<file path="config.mk">
export PLATFORM = sky130hd
export DESIGN_NAME = ascii_to_byte
export DESIGN_NICKNAME = d
export VERILOG_FILES = /design/src/rtl/ascii_pkg.sv /design/src/rtl/ascii_to_byte.sv
export SDC_FILE = /design/constraint.sdc
export NUM_CORES = 1
export LEC_CHECK = 0
export ABC_AREA = 1
export CORE_UTILIZATION = 35
export DETAILED_ROUTE_END_ITERATION = 10
export PLACE_DENSITY_LB_ADDON = 0.1
export SYNTH_ARGS = -nofsm -noshare
export SYNTH_HDL_FRONTEND = slang
export SYNTH_SLANG_ARGS = --single-unit
export TNS_END_PERCENT = 20
</file>
<file path="constraint.sdc">
create_clock -name clk -period 7.3 [get_ports clk]
set_clock_uncertainty 0.2 [all_clocks]
set_input_delay 1.095 -clock clk [delete_from_list [all_inputs] [get_ports clk]]
set_output_delay 1.095 -clock clk [all_outputs]
set_load 0.1 [all_outputs]
</file>
<file path="src/rtl/ascii_pkg.sv">
// Shared state type and character-class constants for the ASCII-to-word packer.
package ascii_pkg;

    typedef enum logic [1:0] {IDLE, COLLECT, EMIT} state_t;

    localparam logic [7:0] DEF_TERM_CHAR = 8'h0A;
    localparam logic [7:0] PRINT_LO      = 8'h20;
    localparam logic [7:0] PRINT_HI      = 8'h7E;

    function automatic logic is_printable(input logic [7:0] c);
        return (c >= PRINT_LO) && (c <= PRINT_HI);
    endfunction

endpackage

</file>
<file path="src/rtl/ascii_to_byte.sv">
// Packs a valid/ready ASCII char stream MSB-first into NUM_CHARS-char words.
// Optional non-printable filter enabled by defining ASCII_FILTER_EN.
module ascii_to_byte
    import ascii_pkg::*;
#(
    parameter int                NUM_CHARS = 6,
    parameter int                CHAR_W    = 8,
    parameter logic [CHAR_W-1:0] TERM_CHAR = DEF_TERM_CHAR
) (
    input  logic                               clk,
    input  logic                               rst_n,
    input  logic [CHAR_W-1:0]                  char_in,
    input  logic                               char_valid,
    output logic                               char_ready,
    output logic [NUM_CHARS*CHAR_W-1:0]        data_out,
    output logic                               dataValid,
    output logic [$clog2(NUM_CHARS+1)-1:0]     data_len,
    output logic                               err_nonprint
);

    localparam int DATA_W = NUM_CHARS * CHAR_W;
    localparam int CNT_W  = $clog2(NUM_CHARS + 1);

    state_t            r_state;
    state_t            w_state_next;
    logic [CNT_W-1:0]  r_count;
    logic [CNT_W-1:0]  w_count_next;
    logic [CNT_W-1:0]  r_len;
    logic [DATA_W-1:0] r_shift;
    logic [DATA_W-1:0] w_shift_next;
    logic [DATA_W-1:0] r_data;
    logic [DATA_W-1:0] w_aligned;
    logic              r_ready_en;
    logic              w_accept;
    logic              w_is_term;
    logic              w_bad;
    logic              w_load;
    int                w_shamt;

    assign w_accept  = char_valid && char_ready;
    assign w_is_term = (char_in == TERM_CHAR);

`ifdef ASCII_FILTER_EN
    assign w_bad = !is_printable(char_in);
`else
    assign w_bad = 1'b0;
`endif

    always_comb begin
        w_state_next = r_state;
        w_count_next = r_count;
        w_shift_next = r_shift;
        w_load       = 1'b0;
        case (r_state)
            IDLE, COLLECT: begin
                if (w_accept) begin
                    if (w_is_term) begin
                        if (r_count != '0) begin
                            w_state_next = EMIT;
                            w_load       = 1'b1;
                        end
                    end else if (!w_bad) begin
                        w_shift_next = {r_shift[DATA_W-CHAR_W-1:0], char_in};
                        w_count_next = r_count + CNT_W'(1);
                        if (w_count_next == CNT_W'(NUM_CHARS)) begin
                            w_state_next = EMIT;
                            w_load       = 1'b1;
                        end else begin
                            w_state_next = COLLECT;
                        end
                    end
                end
            end
            EMIT: begin
                w_state_next = IDLE;
                w_count_next = '0;
                w_shift_next = '0;
            end
            default: begin
                w_state_next = IDLE;
            end
        endcase
    end

    // Chars shift in at the LSB end; left-align so the first char lands in the top byte.
    always_comb begin
        w_shamt   = CHAR_W * (NUM_CHARS - int'(w_count_next));
        w_aligned = w_shift_next << w_shamt;
    end

    always_ff @(posedge clk or negedge rst_n) begin
        if (!rst_n) begin
            r_state    <= IDLE;
            r_count    <= '0;
            r_shift    <= '0;
            r_data     <= '0;
            r_len      <= '0;
            r_ready_en <= 1'b0;
        end else begin
            r_ready_en <= 1'b1;
            r_state    <= w_state_next;
            r_count    <= w_count_next;
            r_shift    <= w_shift_next;
            if (w_load) begin
                r_data <= w_aligned;
                r_len  <= w_count_next;
            end
        end
    end

`ifdef ASCII_FILTER_EN
    logic r_err;

    always_ff @(posedge clk or negedge rst_n) begin
        if (!rst_n) begin
            r_err <= 1'b0;
        end else begin
            r_err <= w_accept && !w_is_term && w_bad;
        end
    end

    assign err_nonprint = r_err;
`else
    assign err_nonprint = 1'b0;
`endif

    assign char_ready = r_ready_en && (r_state != EMIT);
    assign dataValid  = (r_state == EMIT);
    assign data_out   = r_data;
    assign data_len   = r_len;

endmodule
</file>
==> metrics.md <==
| Metric | Value |
|---|---|
| Routed via count | `4669` |
| Initial core utilization | `0.363` |
| Initial antenna violation count | `0` |
| Clock Path Buffers | `2` |
| Worst Path Required | `7390 ps` |
| Clk_lat worst skew | `350 ps` |
| Iter 0 DRT Violations | `297` |
| Final Hold Viols | `0` |
| Mapped Avg Cell Area | `7.80 µm²` |
| Root buffer cell | `clkbuf_16` |
| Syn Inst Count | `687` |
| Largest net degree at the start of global routing | `58` |
| Worst slew pin tran | `979 ps` |
| Global-route wire length before repair | `24300 µm` |
| Yosys reg bits | `105` |
| Antenna-violating nets left | `0` |
| CTS buffer count | `9` |
| DR WL/cell | `16.1 µm` |
| Crit. End Element | `register` |
| Final HPWL DP | `10200 µm` |
| Post-CTS Hold Fix Bufs | `0` |
| Max-cap viol count | `0` |
| # nets final | `~740` |
| GP Congestion | `a little over 0.8` |
| Worst-path clk slew | `60 ps` |
| Fillers | `around 1500` |
| TritonCTS clock tree | `yes` |
| Port Buf Inserts | `63` |
| Period minus WS final | `roughly 4700 ps` |
| Yosys top cell area share | `0.490` |
| Die Footprint | `15800 µm²` |
| Htree depth | `3` |
| Area leader, netlist | `dfrtp_1` |
| Setup TNS | `0 ps` |
| GRT Overall Usage | `0.197` |
| GR Overflow Total | `0` |
| Die height | `126 µm` |
| Vias in the first global route | `4792` |
| Fin. max-slew vios | `0` |
| Site row count | `44` |
| Setup repair after global routing missed its margin | `no` |
| Status | `complete, no violations` |
| DRC viols | `0` |
| Sequential area share after synthesis | `0.490` |
| # resized after CTS | `0` |
| Hold crit path type | `register to register` |
| Total wire length | `14600 µm` |
| Kind of critical path | `input port to register` |
| Crit share post-route | `0.650` |
| Commonest non-fill, non-tap cells in the layout | `218 x nand2_1, 127 x nand3_1, 105 x dfrtp_1` |
| F_max | `between 200 and 250 MHz` |
| Synth cell types | `32` |
| Max_slew headroom | `0.346` |
| Commonest non-fill, non-tap cell in the layout | `nand2_1` |
| Data arrival, critical path | `roughly 4800 ps` |
| Setup crit start kind | `input port` |
| I/O Pins | `65` |
| Layout cells sized above 1 | `0.0609` |
| Area of the mapped netlist | `5360 µm²` |
| Post-CTS setup buffer count | `0` |
| Diode count | `0` |
| Core ar. | `roughly 15000 µm²` |
| Count of final setup violators | `0` |
| Drt pass-1 iters | `4` |
| Yosys warning count | `0` |
| Clock sink count | `105` |
| Die width | `about 130 µm` |
| Post-synthesis net count | `between 700 and 800` |
| Worst-path fanout max | `52` |
| Synth area leaders | `dfrtp_1 49%, nand2_1 15%, nand3_1 12%` |
| Via density | `5.15` |
| Layout area overhead | `18.1%` |
## final timing paths
kind	from	depth (start not counted)	end	slack, ps
max	char_in[3]	16	data_out[37]	2550
min	data_out[3]	2	data_out[3]	280
max reg2reg	r_state[1]	14	data_out[37]	2720
min reg2reg	data_out[3]	2	data_out[3]	280
max in group asynchronous	rst_n	2	data_out[8]	5170
min in group asynchronous	rst_n	1	r_shift[17]	550
## through the flow
step                      area, µm²  instances  utilization  hold WS [ps]  setup WS (ps)
after floorplan                5360        687            -           265           3150
after global placement         6000        893        0.406           268           2270
after detailed placement       6000        893        0.406           265           2220
after CTS                      6330        907        0.429           283           2580
after global routing           6330        907        0.429           310           2170
final                          6330        907        0.429           277           2550
## sequential cells by signal (all words and copies together) (netlist names)
name / count
data_len: 3
data_out: 48
r_count: 3
r_ready_en: 1
r_shift: 48
r_state: 2
## cell usage after synthesis (all sizes together)
library cell  instances
clkbuf               18
o31ai                 1
o22ai                 8
dfrtp               105
ha                    4
nand3               131
a31oi                 3
o21ai                41
nand4                 4
buf                  26
a21oi                26
nand3b                2
nor2                 34
xnor2                 1
a21boi                4
nand2               228
a32o                  1
inv                  46
xor2                  2
conb                  2
## cell families after synthesis
group | Yosys count | synth area share
and+or+nand+nor | 399 | 0.329
DFF | 105 | 0.490
buffers and inverters | 90 | 0.0775
AOI/OAI and AO/OA | 84 | 0.0843
adders and majority gates | 4 | 0.00934
xor gates and xnor gates | 3 | 0.00771
other | 2 | 0.00140
## worst max-delay path, cell delays in order
cell             delay (ps)
clkdlybuf4s50_1         480
nand2_1                  70
nor2_1                  110
nand2_1                 190
nand2_2                 140
nand2_2                  60
nand2_4                 410
inv_2                   380
ha_1                    400
buf_4                   390
inv_2                   430
a21oi_1                 260
nand3_1                 100
nand3_1                 120
nand2_1                  80
nand2_1                  60
## area by class of cell
cell class | instances | area (µm²) | area share
inverters | 46 | 173 | 0.0273
clock inverters | 3 | 90.1 | 0.0142
flip-flops and latches | 105 | 2630 | 0.415
clock buffers | 11 | 243 | 0.0384
well taps | 184 | 230 | 0.0364
repair buffers | 66 | 651 | 0.103
multi-input cells | 492 | 2310 | 0.366
## routing by layer
| metal | routed length (µm) | track usage |
|---|---|---|
| met5 | 0 | 0 |
| met4 | 617 | 0.104 |
| met3 | 344 | 0.0327 |
| met2 | 7590 | 0.353 |
| met1 | 6060 | 0.225 |
Power is left out: the tool's default activity adds up to more than one toggle a clock period on the data nets, which glitch-free logic cannot reach.
